[config.mk]
export PLATFORM = sky130hd
export DESIGN_NAME = ws2812_bit_decoder
export DESIGN_NICKNAME = d
export VERILOG_FILES = /design/src/rtl/pipeline_types.sv /design/src/rtl/ws2812_bit_decoder.sv
export SDC_FILE = /design/constraint.sdc
export NUM_CORES = 1
export LEC_CHECK = 0
export BUFFER_PORTS_ARGS = -buffer_cell sky130_fd_sc_hd__buf_2
export CAP_MARGIN = 40
export CORE_ASPECT_RATIO = 1.75
export CORE_MARGIN = 5
export CORE_UTILIZATION = 45
export CTS_CLUSTER_DIAMETER = 50
export CTS_CLUSTER_SIZE = 28
export DETAILED_ROUTE_END_ITERATION = 7
export PLACE_DENSITY = 0.66
export SLEW_MARGIN = 20
export SYNTH_ARGS = -nofsm -noshare
export SYNTH_HDL_FRONTEND = slang
export SYNTH_SLANG_ARGS = --single-unit
[constraint.sdc]
create_clock -name i_clk -period 5.7 [get_ports i_clk]
set_clock_uncertainty 0.2 [all_clocks]
set_input_delay 0.285 -clock i_clk [delete_from_list [all_inputs] [get_ports i_clk]]
set_output_delay 0.285 -clock i_clk [all_outputs]
set_load 0.05 [all_outputs]
[src/rtl/pipeline_types.sv]
// Shared pipeline types: the edge-counter record fed to the WS2812 decoder.
// The counter field is 10 bits wide.
package pipeline_types;

    typedef struct packed {
        logic [9:0] counter;
        logic       rising;
        logic       falling;
    } decoder_input_t;

endpackage

[src/rtl/ws2812_bit_decoder.sv]
// Decodes WS2812 high/low pulse widths from an upstream edge counter into 24-bit GRB pixels.
// Define WS2812_DECODER_ERROR_CHECK_EN to flag illegal pulse widths on o_bit_error.
module ws2812_bit_decoder #(
    parameter int unsigned T0H_MAX   = 12,
    parameter int unsigned T1H_MIN   = 13,
    parameter int unsigned T1H_MAX   = 20,
    parameter int unsigned HIGH_MIN  = 4,
    parameter int unsigned LOW_MAX   = 40,
    parameter int unsigned RESET_MIN = 300
) (
    input  logic                           i_clk,
    input  logic                           i_reset_n,
    input  pipeline_types::decoder_input_t i_count,
    output logic [23:0]                    o_pixel,
    output logic                           o_pixel_valid,
    input  logic                           i_pixel_ready,
    output logic                           o_frame_reset,
    output logic                           o_bit_error,
    output logic                           o_overflow
);

    typedef enum logic [1:0] {S_IDLE, S_HIGH, S_LOW} state_e;

    localparam logic [9:0] T1hMin   = 10'(T1H_MIN);
    localparam logic [9:0] ResetMin = 10'(RESET_MIN);

    state_e      state_q, state_d;
    logic [23:0] shift_q, shift_d;
    logic [4:0]  bit_cnt_q, bit_cnt_d;
    logic [23:0] pixel_q, pixel_d;
    logic        valid_q, valid_d;
    logic        frame_reset_q, frame_reset_d;
    logic        bit_error_q, bit_error_d;
    logic        overflow_q, overflow_d;

    logic        rise, fall, bit_val, pix_done, high_bad, low_bad;
    logic [23:0] word;
    logic [9:0]  cnt;

    assign cnt  = i_count.counter;
    // Simultaneous edges are treated as no edge at all.
    assign rise = i_count.rising & ~i_count.falling;
    assign fall = i_count.falling & ~i_count.rising;
    assign bit_val = (cnt >= T1hMin);
    assign word = {shift_q[22:0], bit_val};

`ifdef WS2812_DECODER_ERROR_CHECK_EN
    localparam logic [9:0] T0hMax  = 10'(T0H_MAX);
    localparam logic [9:0] T1hMax  = 10'(T1H_MAX);
    localparam logic [9:0] HighMin = 10'(HIGH_MIN);
    localparam logic [9:0] LowMax  = 10'(LOW_MAX);

    assign high_bad = (cnt < HighMin) || (cnt > T1hMax) || ((cnt > T0hMax) && (cnt < T1hMin));
    assign low_bad  = (cnt > LowMax) && (cnt < ResetMin);
`else
    logic unused_params;

    assign high_bad      = 1'b0;
    assign low_bad       = 1'b0;
    assign unused_params = ^{10'(T0H_MAX), 10'(T1H_MAX), 10'(HIGH_MIN), 10'(LOW_MAX)};
`endif

    always_ff @(posedge i_clk or negedge i_reset_n) begin
        if (!i_reset_n) begin
            state_q       <= S_IDLE;
            shift_q       <= '0;
            bit_cnt_q     <= '0;
            pixel_q       <= '0;
            valid_q       <= 1'b0;
            frame_reset_q <= 1'b0;
            bit_error_q   <= 1'b0;
            overflow_q    <= 1'b0;
        end else begin
            state_q       <= state_d;
            shift_q       <= shift_d;
            bit_cnt_q     <= bit_cnt_d;
            pixel_q       <= pixel_d;
            valid_q       <= valid_d;
            frame_reset_q <= frame_reset_d;
            bit_error_q   <= bit_error_d;
            overflow_q    <= overflow_d;
        end
    end

    always_comb begin
        state_d       = state_q;
        shift_d       = shift_q;
        bit_cnt_d     = bit_cnt_q;
        frame_reset_d = 1'b0;
        bit_error_d   = 1'b0;
        pix_done      = 1'b0;

        unique case (state_q)
            S_IDLE: begin
                if (rise) state_d = S_HIGH;
            end
            S_HIGH: begin
                if (fall) begin
                    if (high_bad) begin
                        bit_error_d = 1'b1;
                        bit_cnt_d   = '0;
                        state_d     = S_IDLE;
                    end else begin
                        shift_d = word;
                        state_d = S_LOW;
                        if (bit_cnt_q == 5'd23) begin
                            pix_done  = 1'b1;
                            bit_cnt_d = '0;
                        end else begin
                            bit_cnt_d = bit_cnt_q + 5'd1;
                        end
                    end
                end
            end
            S_LOW: begin
                if (!(i_count.rising && i_count.falling) && (cnt >= ResetMin)) begin
                    frame_reset_d = 1'b1;
                    bit_cnt_d     = '0;
                    state_d       = S_IDLE;
                end else if (rise) begin
                    if (low_bad) begin
                        bit_error_d = 1'b1;
                        bit_cnt_d   = '0;
                        state_d     = S_IDLE;
                    end else begin
                        state_d = S_HIGH;
                    end
                end
            end
            default: state_d = S_IDLE;
        endcase

        pixel_d    = pixel_q;
        valid_d    = valid_q;
        overflow_d = 1'b0;
        if (pix_done) begin
            if (!valid_q || i_pixel_ready) begin
                pixel_d = word;
                valid_d = 1'b1;
            end else begin
                overflow_d = 1'b1;
            end
        end else if (valid_q && i_pixel_ready) begin
            valid_d = 1'b0;
        end
    end

    always_comb begin
        o_pixel       = pixel_q;
        o_pixel_valid = valid_q;
        o_frame_reset = frame_reset_q;
        o_bit_error   = bit_error_q;
        o_overflow    = overflow_q;
    end

endmodule
After elaboration in Yosys (flattened, before gate mapping)
Index checks and enable logic that the tools add are counted.
{"block": "totals", "register_bits": 57, "inputBits": 15, "out_inout_bits": 28, "elab_cells": 51}
{"block": "op_classes", "add_sub_neg": 1, "magnitude_cmp": 2, "eq_ne": 6, "muxes": 18, "bitwise": 4, "reduce_logical": 13}
{"cell": "$mux W5", "n": 3}
{"cell": "$ge A10 B4 Y1 const B", "n": 1}
{"cell": "$ge A10 B9 Y1 const B", "n": 1}
{"cell": "$mux W1", "n": 10}
{"cell": "$pmux W5 S2", "n": 1}
{"cell": "$mux W2", "n": 3}
{"cell": "$pmux W2 S3", "n": 1}
{"cell": "$reduce_and A2 Y1", "n": 3}
{"cell": "$add A5 B1 Y5 const B", "n": 1}
{"cell": "$eq A5 B5 Y1 const B", "n": 1}
{"cell": "$ne A2 B2 Y1 const B", "n": 2}
{"cell": "$reduce_bool A2 Y1", "n": 2}
{"cell": "$logic_and A1 B1 Y1", "n": 3}
{"cell": "$reduce_and A3 Y1", "n": 1}
{"cell": "$and A1 B1 Y1", "n": 2}
{"cell": "$eq A2 B1 Y1 const B", "n": 1}
{"cell": "$eq A2 B2 Y1 const B", "n": 1}
{"cell": "$logic_not A1 Y1", "n": 2}
{"cell": "$logic_not A2 Y1", "n": 1}
{"cell": "$ne A2 B1 Y1 const B", "n": 1}
{"cell": "$not A1 Y1", "n": 2}
{"cell": "$logic_or A1 B1 Y1", "n": 1}

Longest topological paths before layout
{"block": "logic_depth", "word_depth": 6, "ltp_mapped": 8, "depth_no_buf": 6}

Worst setup path after synthesis
Ideal clock, no wire load.
{"block": "synth_timing", "path_kind": "reg-to-reg", "startpoint": "register bit_cnt_q[0]", "endpoint": "register pixel_q[1], in the netlist o_pixel[1]", "arrival_ns": 1.695, "setup_slack_ns": 3.680, "stages_incl_launch_ff": 8, "n_path_buf": 2, "period_less_slack_ns": 2.020, "cell_sequence": "dfrtp_1 ha_1 nand4b_1 or3_4 nor2b_4 buf_6 buf_12 mux2_4"}
{"block": "synth_between", "elab_chain_len": 5}
{"element": "start, declared", "line_no": "ws2812_bit_decoder.sv:29", "source": "logic [4:0] bit_cnt_q, bit_cnt_d;"}
{"element": "start signal, assigned", "line_no": "ws2812_bit_decoder.sv:76", "source": "bit_cnt_q <= bit_cnt_d;"}
{"element": "$eq A5 B5 Y1", "line_no": "ws2812_bit_decoder.sv:106", "source": "if (bit_cnt_q == 5'd23) begin"}
{"element": "$mux W1", "line_no": "ws2812_bit_decoder.sv:106"}
{"element": "$mux W1", "line_no": "ws2812_bit_decoder.sv:98", "source": "if (fall) begin"}
{"element": "$mux W1", "line_no": "ws2812_bit_decoder.sv:93", "source": "unique case (state_q)"}
{"element": "$reduce_and A2 Y1 (no line)"}
{"element": "end signal, assigned", "line_no": "ws2812_bit_decoder.sv:77", "source": "pixel_q <= pixel_d;"}
{"element": "end, declared", "line_no": "ws2812_bit_decoder.sv:30", "source": "logic [23:0] pixel_q, pixel_d;"}
No other way between the ends.
A chain may end at the register's enable or synchronous reset.

Worst setup path in the final report
{"block": "layout_timing", "startpoint": "register bit_cnt_q[0]", "endpoint": "register pixel_q[20], in the netlist o_pixel[20]"}
Same word-level chain as after synthesis.

==> summary.md <==
| Metric | Value |
|---|---|
| Post-synthesis async set-or-reset flop share | 100% |
| Die width | ~66 um |
| Crit Path Class | reg -> reg |
| Total Routing Usage GR | between 10 and 15% |
| CTS Buffer Depth | 2 |
| Worst-path clk slew | 0.06 ns |
| Clk_lat worst skew | approximately 0.32 ns |
| Run status | complete, no violations |
| Fin cells | between 300 and 400 |
| NetSw | around 0.26 mW |
| Placed Instances | 305 |
| Buffer count from post-CTS setup fixing | 0 |
| Crit-path cells | ha_1 -> nand4b_1 -> or3_4 -> nor2b_4 -> buf_16 -> mux2_2 |
| Post-synth EDFFs | 0 |
| Flops & latches, synth | 57 |
| Crit path DAT | between 2 and 2.5 ns |
| Setup violators final | 0 |
| Layout cells sized above 1 | 30.9% |
| Pwr dens | between 300 and 400 mW/mm^2 |
| Global-route wire length before repair | ~8000 um |
| Gr ovfl total | 0 |
| Detailed Routing Iterations Pass 1 | 4 |
| Fin worst setup slack | ~3.3 ns |
| Final nets | about 280 |
| Synthesis-to-finish area growth | 17.5% |
| Crit path time final | around 2.4 ns |
| Post-route setup TNS | 0 ns |
| Slew margin rel. | around 52% |
| Area leader, netlist | dfrtp_1 |
| Post-synthesis sequential area ratio | around three fifths |
| CTS tree | yes |
| CP max stage delay | 0.46 ns |
| Switching Share | between 20% and 30% |
| Port bufs | a little over 40 |
| CP max FO | 14 |
| Hold WS | about 0.035 ns |
| Pre-CTS setup slack | approximately 3.3 ns |
| Count leader, synth | nand2_1 |
| HP Class | in -> reg |
| Yosys top cell area share | about 60% |
| CTS root buf | clkbuf_8 |
| Initial antenna violation count | 0 |
| Number of remaining DRC errors | 0 |
| Sequential Power Share | 52.5% |
| Critical Path RT | 5.70 ns |
| # IOs | 43 |
| Setup crit start kind | register |
| Slew Limit Fails | 0 |
| Mapped Nets | 230 |
| Fin crit share | between 40% and 50% |
| CTS Buf Count | 9 |
| Diodes inserted | 0 |
| Combinational share of power | between 10% and 20% |
| CTS resizes | 0 |
| Avg Synthesized Cell Area | around 11 um^2 |
| Peak supply drop | between 150 and 200 uV |
| Clk sinks | between 50 and 60 |
| Largest net degree at the start of global routing | 58 |
| Synthesized cell area | between 0.002 and 0.0025 mm^2 |
| Primary FF master, synth | dfrtp_1 |
| ANT nets after route | 0 |
| Die Ht | around 110 um |
| Vias | 1618 |
| F_max | between 400 and 500 MHz |
| Slowest CP cell | nor2b_4 |
| Ranking of synthesized cells by area | dfrtp_1, mux2_4, nand2_1 |
| CTS H-tree depth | 3 |
| Synth top cells by count | nand2_1, dfrtp_1, mux2_4, nor2_1 |
| Clock power share | 31.9% |
| FP Rows | 35 |
| RSZ-0062 raised after global routing | no |
| Crit end category | register |
| Library cells used by synthesis | 31 |
| Vias in the first global route | approximately 1700 |
| Placer Congestion | roughly 0.79 |
| Max Cap Viol | 0 |
| Routed WL | ~4500 um |
| Initial Util | between 40% and 50% |
| Final Hold Violating Endpoints | 0 |
| Synth Warn # | 0 |
| Via density | between 5 and 6 |
| Post-detail-place hpwl | ~3300 um |
| Leakage | about 1.6 nW |
| Internal Power | ~0.67 mW |
| Worst-Margin Slew | 0.715 ns |
| DR iter-0 viols | 58 |
| Core area | between 0.005 and 0.006 mm^2 |
| Cells after Synth | around 210 |
| Total die area | about 0.007 mm^2 |
| Wire length per cell | approximately 14 um |
sequential cells by signal, summed over array words and instances, names as in the netlist:
signal	cells
bit_cnt_q	5
o_overflow	1
o_pixel	24
o_frame_reset	1
state_q	2
shift_q	23
o_pixel_valid	1
cells in the final DEF (no fill, tap or decap), drive strengths merged, types with 2 or more instances in the layout:
cell	count
nand2	71
dfrtp	57
buf	45
mux2	23
clkbuf	12
nor2	8
inv	7
o21ai	7
a21oi	4
nand3	4
nand2b	3
mux2i	3
o211ai	2
nor3	2
dlygate4sd3	2
or3	2
layer usage:
layer | track usage, % | share of wire [%] | wire length (um) | vias to the layer above
li1 | - | - | - | 796
met1 | 16.5 | 41 | 1830 | 784
met2 | 24.7 | 53 | 2400 | 30
met3 | 4.30 | 3.9 | 176 | 8
met4 | 7.57 | 2.2 | 97 | 0
met5 | 0 | 0 | 0 | -
layout make-up:
type,count,area (um^2)
well taps,55,68.8
repair buffers,47,283
clock buffers,12,145
inverters,7,26.3
clock inverters,1,5.00
fillers,472,2400
flip-flops and latches,57,1430
multi-input cells,141,897
per-stage QoR:
| stage | power [mW] | utilization [%] | area [um^2] |
|---|---|---|---|
| finish | 0.930 | 54.3 | 2850 |
| global route | 0.989 | 54.3 | 2850 |
| CTS | 0.941 | 54.3 | 2850 |
| detailed placement | 0.640 | 51.0 | 2680 |
| global placement | 0.632 | 50.2 | 2640 |
| floorplan | 0.592 | - | 2430 |
what timing repair did:
item                                    4_1_cts  5_1_grt
endpoints found under the hold margin        58        0
hold buffers                                  2        0
endpoints found under the setup margin        0        0
final timing paths:
| check | start | endpoint | slack (ns) | cells after the start |
|---|---|---|---|---|
| min in group asynchronous | i_reset_n | o_pixel[2] | 0.43 | 3 |
| worst min register to register | shift_q[17] | shift_q[18] | 0.29 | 2 |
| worst min-delay path | i_count[0] | o_frame_reset | 0.04 | 2 |
| max in group asynchronous | i_reset_n | o_pixel[20] | 4.38 | 3 |
| worst max-delay path | bit_cnt_q[0] | o_pixel[20] | 3.29 | 6 |
| worst max register to register | bit_cnt_q[0] | o_pixel[20] | 3.29 | 6 |
worst max-delay path: cells and delay by family (launching register included):
kind                       cells  cell delay [ns]
muxes                          1             0.34
buffers and inverters          1             0.22
adders and majority gates      1             0.22
DFF                            1             0.38
and+or+nand+nor                3             0.94
power by group through the flow:
stage	Clock, mW	Sequential (mW)	Combinational (mW)
6_report	0.297	0.488	0.145
5_1_grt	0.329	0.494	0.166
4_1_cts	0.306	0.488	0.147
3_5_place_dp	0	0.495	0.146
3_3_place_gp	0	0.493	0.139
2_1_floorplan	0	0.506	0.0859
cells by family after synthesis:
logic type	after synthesis	synth area share, %
DFF	57	58.8
other	1	0.154
muxes	26	14.7
and+or+nand+nor	96	17.3
AOI/OAI and AO/OA	16	3.92
adders and majority gates	2	0.928
buffers and inverters	16	4.28
(Power assumes the default switching activity.)
